## src/rtl/fsk_stream_modulator.sv

```systemverilog
// FSK stream modulator: accepts packet bytes over valid/ready, serialises
// them LSB-first at SPS samples per symbol and drives a phase-accumulator
// NCO at CENTER_STEP +/- DEV_STEP. Emits signed I/Q through a two-stage
// quarter-wave sine ROM pipeline with matching valid/strobe/underrun flags.
module fsk_stream_modulator #(
    parameter int SIN_W       = 8,
    parameter int PHASE_W     = 16,
    parameter int LUT_AW      = 6,
    parameter int SPS         = 4,
    parameter int DEV_STEP    = 4096,
    parameter int CENTER_STEP = 0
) (
    input  logic                    clk,
    input  logic                    rst,
    input  logic [7:0]              s_data,
    input  logic                    s_valid,
    input  logic                    s_last,
    output logic                    s_ready,
    output logic signed [SIN_W-1:0] FSK_I,
    output logic signed [SIN_W-1:0] FSK_Q,
    output logic                    o_valid,
    output logic                    sym_strobe,
    output logic                    busy,
    output logic                    underrun
);

    localparam int PIDX_W = LUT_AW + 2;
    localparam int MAG_W  = SIN_W - 1;
    localparam int NQ     = 2 ** LUT_AW;
    localparam int PEAK   = 2 ** (SIN_W - 1) - 1;
    localparam int SC_W   = $clog2(SPS);

    localparam logic [SC_W-1:0]    SAMP_LAST = SC_W'(SPS - 1);
    localparam logic [PHASE_W-1:0] CSTEP     = PHASE_W'(CENTER_STEP);
    localparam logic [PHASE_W-1:0] DSTEP     = PHASE_W'(DEV_STEP);
    localparam logic [PHASE_W-1:0] INC_ONE   = CSTEP + DSTEP;
    localparam logic [PHASE_W-1:0] INC_ZERO  = CSTEP - DSTEP;
    localparam logic [PIDX_W-1:0]  QUARTER   = PIDX_W'(NQ);
    localparam real                TWO_PI    = 6.283185307179586;

    // ------------------------------------------------------------------
    // Rounding / saturation helpers used to build the quarter-wave table
    // ------------------------------------------------------------------
    function automatic int round_nearest(input real x);
        if (x >= 0.0)
            return $rtoi(x + 0.5);
        else
            return -$rtoi(0.5 - x);
    endfunction

    // Symmetric clamp: magnitude never exceeds PEAK, so negation can never
    // produce the most negative code.
    function automatic logic [MAG_W-1:0] sat_mag(input int v);
        if (v > PEAK)
            return MAG_W'(PEAK);
        else if (v < 0)
            return '0;
        else
            return MAG_W'(v);
    endfunction

    function automatic logic [MAG_W-1:0] rom_entry(input int k);
        real ang;
        real amp;
        ang = TWO_PI * real'(k) / real'(4 * NQ);
        amp = real'(PEAK) * $sin(ang);
        return sat_mag(round_nearest(amp));
    endfunction

    // Odd quadrants read the table mirrored; index 0 mirrored lands on the
    // quarter point itself, which lies one past the table and is the peak.
    function automatic logic [LUT_AW-1:0] rom_addr(input logic [PIDX_W-1:0] idx);
        logic [LUT_AW-1:0] r;
        r = idx[LUT_AW-1:0];
        return idx[LUT_AW] ? (LUT_AW'(0) - r) : r;
    endfunction

    function automatic logic at_peak(input logic [PIDX_W-1:0] idx);
        return idx[LUT_AW] && (idx[LUT_AW-1:0] == '0);
    endfunction

    function automatic logic signed [SIN_W-1:0] apply_sign(input logic [MAG_W-1:0] mag,
                                                           input logic              neg);
        logic signed [SIN_W-1:0] v;
        v = signed'({1'b0, mag});
        return neg ? -v : v;
    endfunction

    // ------------------------------------------------------------------
    // Quarter-wave sine table (constant)
    // ------------------------------------------------------------------
    logic [MAG_W-1:0] rom_tab [NQ];

    for (genvar k = 0; k < NQ; k++) begin : g_rom
        assign rom_tab[k] = rom_entry(k);
    end

    // ------------------------------------------------------------------
    // Declarations
    // ------------------------------------------------------------------
    typedef enum logic {
        IDLE = 1'b0,
        RUN  = 1'b1
    } state_t;

    state_t state_q, state_d;

    logic               hold_full;
    logic [7:0]         hold_data;
    logic               hold_last;
    logic               load;

    logic [7:0]         sh_q;
    logic               cur_last;
    logic [2:0]         bit_cnt;
    logic [SC_W-1:0]    samp_cnt;
    logic [PHASE_W-1:0] acc;
    logic [PHASE_W-1:0] inc;

    logic               take_byte;
    logic               end_byte;
    logic               go_idle;

    logic               vld_p0, sym_p0, unr_p0;
    logic [PIDX_W-1:0]  idx_s_p0, idx_c_p0;

    logic               vld_p1, sym_p1, unr_p1;
    logic [MAG_W-1:0]   mag_s_p1, mag_c_p1;
    logic               neg_s_p1, neg_c_p1;

    logic               vld_p2, sym_p2, unr_p2;
    logic signed [SIN_W-1:0] i_p2, q_p2;

    // ------------------------------------------------------------------
    // Input hold buffer
    // ------------------------------------------------------------------
    assign s_ready = !hold_full && !rst;
    assign load    = s_valid && s_ready;

    // Buffer occupancy: a same-cycle load and drain leaves it full.
    always_ff @(posedge clk) begin
        if (rst)
            hold_full <= 1'b0;
        else if (load)
            hold_full <= 1'b1;
        else if (take_byte)
            hold_full <= 1'b0;
    end

    // Buffer payload captured on every accepted transfer.
    always_ff @(posedge clk) begin
        if (load) begin
            hold_data <= s_data;
            hold_last <= s_last;
        end
    end

    // ------------------------------------------------------------------
    // Control FSM
    // ------------------------------------------------------------------
    // Next-state and byte-sequencing decisions.
    always_comb begin
        state_d   = state_q;
        take_byte = 1'b0;
        unr_p0    = 1'b0;
        go_idle   = 1'b0;
        end_byte  = (bit_cnt == 3'd7) && (samp_cnt == SAMP_LAST);
        case (state_q)
            IDLE: begin
                if (hold_full) begin
                    take_byte = 1'b1;
                    state_d   = RUN;
                end
            end
            RUN: begin
                if (end_byte) begin
                    if (cur_last) begin
                        go_idle = 1'b1;
                        state_d = IDLE;
                    end else if (hold_full) begin
                        take_byte = 1'b1;
                    end else begin
                        unr_p0  = 1'b1;
                        go_idle = 1'b1;
                        state_d = IDLE;
                    end
                end
            end
            default: state_d = IDLE;
        endcase
    end

    // State, symbol counters and phase accumulator.
    always_ff @(posedge clk) begin
        if (rst) begin
            state_q  <= IDLE;
            acc      <= '0;
            bit_cnt  <= '0;
            samp_cnt <= '0;
            cur_last <= 1'b0;
        end else begin
            state_q <= state_d;
            if (take_byte) begin
                bit_cnt  <= '0;
                samp_cnt <= '0;
                cur_last <= hold_last;
            end else if (state_q == RUN) begin
                if (samp_cnt == SAMP_LAST) begin
                    samp_cnt <= '0;
                    bit_cnt  <= bit_cnt + 3'd1;
                end else begin
                    samp_cnt <= samp_cnt + SC_W'(1);
                end
            end
            if ((state_q == RUN) && !go_idle)
                acc <= acc + inc;
            else
                acc <= '0;
        end
    end

    // Bit shift register: LSB is the current symbol.
    always_ff @(posedge clk) begin
        if (take_byte)
            sh_q <= hold_data;
        else if ((state_q == RUN) && (samp_cnt == SAMP_LAST))
            sh_q <= {1'b0, sh_q[7:1]};
    end

    assign inc = sh_q[0] ? INC_ONE : INC_ZERO;

    // ------------------------------------------------------------------
    // Stage p0: accumulator sample and phase indices
    // ------------------------------------------------------------------
    assign vld_p0   = (state_q == RUN);
    assign sym_p0   = vld_p0 && (samp_cnt == '0);
    assign idx_s_p0 = acc[PHASE_W-1 -: PIDX_W];
    assign idx_c_p0 = idx_s_p0 + QUARTER;

    // Stage p1 control: valid, symbol strobe and underrun flags.
    always_ff @(posedge clk) begin
        if (rst) begin
            vld_p1 <= 1'b0;
            sym_p1 <= 1'b0;
            unr_p1 <= 1'b0;
        end else begin
            vld_p1 <= vld_p0;
            sym_p1 <= sym_p0;
            unr_p1 <= unr_p0;
        end
    end

    // Stage p1 data: ROM magnitude lookup plus sign of the half-cycle.
    always_ff @(posedge clk) begin
        mag_s_p1 <= at_peak(idx_s_p0) ? MAG_W'(PEAK) : rom_tab[rom_addr(idx_s_p0)];
        mag_c_p1 <= at_peak(idx_c_p0) ? MAG_W'(PEAK) : rom_tab[rom_addr(idx_c_p0)];
        neg_s_p1 <= idx_s_p0[PIDX_W-1];
        neg_c_p1 <= idx_c_p0[PIDX_W-1];
    end

    // Stage p2 control: flags aligned with the folded samples.
    always_ff @(posedge clk) begin
        if (rst) begin
            vld_p2 <= 1'b0;
            sym_p2 <= 1'b0;
            unr_p2 <= 1'b0;
        end else begin
            vld_p2 <= vld_p1;
            sym_p2 <= sym_p1;
            unr_p2 <= unr_p1;
        end
    end

    // Stage p2 data: apply quadrant sign to produce signed I/Q.
    always_ff @(posedge clk) begin
        i_p2 <= apply_sign(mag_c_p1, neg_c_p1);
        q_p2 <= apply_sign(mag_s_p1, neg_s_p1);
    end

    // ------------------------------------------------------------------
    // Outputs
    // ------------------------------------------------------------------
    assign FSK_I      = vld_p2 ? i_p2 : '0;
    assign FSK_Q      = vld_p2 ? q_p2 : '0;
    assign o_valid    = vld_p2;
    assign sym_strobe = sym_p2;
    assign underrun   = unr_p2;
    assign busy       = (state_q == RUN) || vld_p1 || vld_p2;

endmodule
```

## config.mk

```make
export PLATFORM = sky130hd
export DESIGN_NAME = fsk_stream_modulator
export DESIGN_NICKNAME = d
export VERILOG_FILES = /design/src/rtl/fsk_stream_modulator.sv
export SDC_FILE = /design/constraint.sdc
export NUM_CORES = 1
export LEC_CHECK = 0
export ABC_AREA = 1
export BUFFER_PORTS_ARGS = -buffer_cell sky130_fd_sc_hd__buf_4
export CORE_MARGIN = 2
export CORE_UTILIZATION = 45
export CTS_CLUSTER_SIZE = 40
export DETAILED_ROUTE_END_ITERATION = 6
export HOLD_SLACK_MARGIN = 0.12
export PLACE_DENSITY = 0.63
export SLEW_MARGIN = 20
export SYNTH_ARGS = -nofsm -noshare
export SYNTH_HDL_FRONTEND = slang
export SYNTH_SLANG_ARGS = --single-unit
```

## constraint.sdc

```tcl
create_clock -name clk -period 1.95 [get_ports clk]
set_input_delay 0.0975 -clock clk [delete_from_list [all_inputs] [get_ports clk]]
set_output_delay 0.0975 -clock clk [all_outputs]
set_load 0.02 [all_outputs]
```

==> results by group <==
Drt
  – Number of optimization iterations in the first detailed-route pass: 4
  – Detailed Route WL: around 3.7 mm
  – Routed Antenna Nets: 0
  – Mean routed wirelength per cell: between 9 and 10 um
  – Vias per Instance: about 4.3
  – Number of DRC markers in iteration 0: 20
  – Remaining routing DRC violations: 0
  – Vias: 1774

Timing
  – Worst setup margin: around 0.27 ns
  – Worst-case headroom to the max-slew limit: 61.2%
  – Final-layout setup total negative slack: 0 ns
  – Worst Clk Skew: 0.00589 ns
  – Final period util: between 80% and 90%
  – Achievable clock frequency: 596 MHz
  – Count of final setup violators: 0
  – Setup repair after global routing missed its margin: false
  – Count of final hold-check violations: 0
  – Number of max-slew violations in the final report: 0
  – Final critical path time including I/O delays and setup: 1.68 ns
  – Actual transition at the worst max-transition pin: about 0.58 ns

GRT
  – Overall overflow remaining after global route: 0
  – Global-route wire length before repair: about 6.5 mm
  – Number of global-route vias before repair: between 1500 and 2000
  – Largest net degree at the start of global routing: 19
  – Overall routing resource usage: 13.9%
  – Number of antenna violations at the first check in global routing: 0

Synth
  – Top cell type by total area after synthesis: sky130_fd_sc_hd__dfxtp_1
  – Yosys Warn Count: 0
  – Sequential-to-total area share from yosys stat: 57.8%
  – Syn nets: approximately 300
  – Number of storage elements in the synthesis netlist: 63
  – Post-synthesis cell type count: 24
  – Fraction of post-synthesis cell area in the top cell type by area: between 30% and 40%
  – Post-Syn Area: roughly 2500 sq um
  – Cell types occupying the most area after synthesis: sky130_fd_sc_hd__dfxtp_1, sky130_fd_sc_hd__edfxtp_1, sky130_fd_sc_hd__nand2_1
  – Gate Count Post-Synth: 283
  – Mean area per synthesized cell: 8.75 sq um

Floorplan
  – Io pins: 33
  – Die footprint: just over 6000 sq um
  – Cell Rows: 27
  – Die height: 78.2 um
  – Initial Utilization: 45.8%
  – Core Area: 5410 sq um
  – Floorplan die width: approximately 78 um

Placed design
  – Area after DPL: 2790 sq um
  – Post-DP HPWL: 2.66 mm
  – Pre-CTS setup slack: 0.269 ns
  – Input/output buffers: 32
  – Routability congestion estimate from global placement: 0.806

Flow run
  – Total of max-cap violations: 0

Min path
  – Class of the worst hold path: flop to flop
  – Worst hold stages: 0
  – Min-Delay Endpoint: q_p2[0]
  – Worst Min Path Start: mag_s_p1[0]

Critical path
  – Worst endpoint data arrival time: roughly 1.7 ns
  – Flop2flop setup slack: 0.27 ns
  – Crit path capture type: flop
  – Worst-case reg-to-reg path depth: 7
  – Endpoint of the worst-slack reg-to-reg timing path: sh_q[7]
  – Worst endpoint required time: about 2.0 ns
  – Crit path from: samp_cnt[0]
  – CP Launch Type: flop
  – Startpoint of the most critical register-to-register path: samp_cnt[0]
  – Largest driver fanout on the critical path: 10
  – Classification of the worst setup path: flop to flop

Clock network
  – Worst-case clock buffer depth: 2
  – H-tree lvl count: 3
  – Clock sinks: 63
  – CTS tree: yes
  – Root buf cell: sky130_fd_sc_hd__clkbuf_8
  – Number of buffers inserted during clock tree synthesis: 9
  – Clock insertion delay at the later pin of the skew report: 0.33 ns
  – Post-CTS clock slew at the launch and capture registers of the worst setup and hold paths: 0.06 ns

Final layout
  – Final standard cell area without fillers: around 3100 sq um
  – Util after Layout: 56.9%
  – Final net count: between 300 and 400
  – Area added between synthesis and finish: 24.2%
  – Proportion of layout cells with a drive suffix above 1: 17.4%
  – Fill cell count: ~490
  – Diodes inserted: 0

Power and ir drop
  – Switching Fraction: 26.6%
  – Lkg Pwr: 0.00157 uW
  – Net switching power: 807 uW
  – Peak VDD IR: between 0.4 and 0.5 mV
  – Power Internal: 2220 uW
  – Portion of total power attributed to the clock network: 32.4%
  – Pwr/cell area: 984 nW/um^2
  – Relative contribution of combinational cells to total power: 14.3%
  – Flop pwr share: about 53%

Run status
  – Status: completed
-- routing by layer --
| metal | global-route usage [%] | vias up | share of wire, % |
|---|---|---|---|
| met5 | 0 | - | 0 |
| met4 | 9.47 | 0 | 2.8 |
| met3 | 4.14 | 11 | 4.9 |
| met2 | 24.4 | 40 | 49 |
| met1 | 14.2 | 762 | 44 |
| li1 | - | 961 | - |
-- synthesized netlist by cell type, drive strengths merged --
library cell	count
edfxtp	17
xor2	4
fa	1
a21oi	14
o21ai	8
inv	55
ha	9
nor3	2
buf	3
nand2	79
nor2	31
nand3	7
nand4	1
a31oi	1
clkbuf	1
xnor2	4
dfxtp	46
-- logic make-up (layout without fill, tap and decap cells) --
group / Yosys count / in the layout / synth area share (%)
xor gates and xnor gates: 8 / 8 / 2.83
buffers and inverters: 59 / 115 / 9.29
and+or+nand+nor: 120 / 120 / 20.1
AOI/OAI and AO/OA: 23 / 23 / 4.70
adders and majority gates: 10 / 10 / 5.35
DFF: 63 / 63 / 57.8
-- cells in the final DEF (no fill, tap or decap) --
cell | netlist | routed
sky130_fd_sc_hd__o21ai_1 | 1 | 1
sky130_fd_sc_hd__nand3_1 | 7 | 7
sky130_fd_sc_hd__nor2_2 | 6 | 6
sky130_fd_sc_hd__nand2_2 | 1 | 1
sky130_fd_sc_hd__o21ai_0 | 7 | 7
sky130_fd_sc_hd__inv_2 | 2 | 2
sky130_fd_sc_hd__nand4_1 | 1 | 1
sky130_fd_sc_hd__clkbuf_8 | 0 | 11
sky130_fd_sc_hd__nand2_4 | 2 | 2
sky130_fd_sc_hd__a31oi_1 | 1 | 1
sky130_fd_sc_hd__inv_1 | 52 | 52
sky130_fd_sc_hd__a21oi_1 | 14 | 14
sky130_fd_sc_hd__nor3_1 | 2 | 2
sky130_fd_sc_hd__edfxtp_1 | 17 | 17
sky130_fd_sc_hd__clkinv_1 | 0 | 2
sky130_fd_sc_hd__fa_1 | 1 | 1
sky130_fd_sc_hd__ha_1 | 9 | 9
sky130_fd_sc_hd__nor2_1 | 25 | 25
sky130_fd_sc_hd__buf_4 | 1 | 33
sky130_fd_sc_hd__dlygate4sd3_1 | 0 | 11
sky130_fd_sc_hd__xor2_1 | 4 | 4
sky130_fd_sc_hd__clkinv_2 | 0 | 3
sky130_fd_sc_hd__nand2_1 | 76 | 76
sky130_fd_sc_hd__xnor2_1 | 4 | 4
sky130_fd_sc_hd__dfxtp_1 | 46 | 46
sky130_fd_sc_hd__inv_4 | 1 | 1
-- power groups by stage --
stage / Clock, uW / Sequential [uW] / Combinational [uW]
floorplan: 0 / 1620 / 320
global placement: 0 / 1640 / 404
detailed placement: 0 / 1640 / 420
CTS: 1010 / 1620 / 437
global route: 1070 / 1640 / 502
finish: 983 / 1610 / 432
-- through the flow --
stage	total power (uW)	hold slack (ns)	cells
floorplan	1940	0.196	283
global placement	2050	0.276	384
detailed placement	2060	0.277	384
CTS	3060	0.367	411
global route	3210	0.379	411
finish	3030	0.366	411
-- worst max-delay path, stage by stage (launching register included) --
cell,delay (ns)
sky130_fd_sc_hd__dfxtp_1,0.38
sky130_fd_sc_hd__ha_1,0.26
sky130_fd_sc_hd__nand2_1,0.10
sky130_fd_sc_hd__inv_1,0.07
sky130_fd_sc_hd__nand2_1,0.08
sky130_fd_sc_hd__nand2_4,0.12
sky130_fd_sc_hd__inv_4,0.08
sky130_fd_sc_hd__nand2_1,0.26
-- how the worst max path moves through the flow --
| stage | end |
|---|---|
| global route | sh_q[5] |
| CTS | sh_q[7] |
| global placement | sh_q[7] |
| floorplan | sh_q[0] |
| finish | sh_q[7] |
| detailed placement | sh_q[7] |
-- layout make-up --
type	count	area, sq um	share of cell area (%)
inverter	55	209	6.79
clock inverter	5	22.5	0.732
multi-input combinational	161	816	26.5
timing repair buffer	44	358	11.6
clock buffer	11	151	4.92
tap	72	90.1	2.93
sequential	63	1430	46.5
-- state kept, by name (all words and copies together) (netlist names) --
name,flops
sym_p1,1
underrun,1
mag_c_p1,5
samp_cnt,2
o_valid,1
hold_last,1
cur_last,1
hold_full,1
vld_p1,1
neg_c_p1,1
neg_s_p1,1
mag_s_p1,5
bit_cnt,3
sym_strobe,1
state_q,1
q_p2,8
acc,4
hold_data,8
i_p2,8
unr_p1,1
sh_q,8
-- what timing repair did --
action	CTS	global route
buffers inserted	0	0
endpoints found under the hold margin	17	0
gates resized for setup	0	0
hold buffers	11	0
Note: power is estimated with default switching activity, not from simulation.
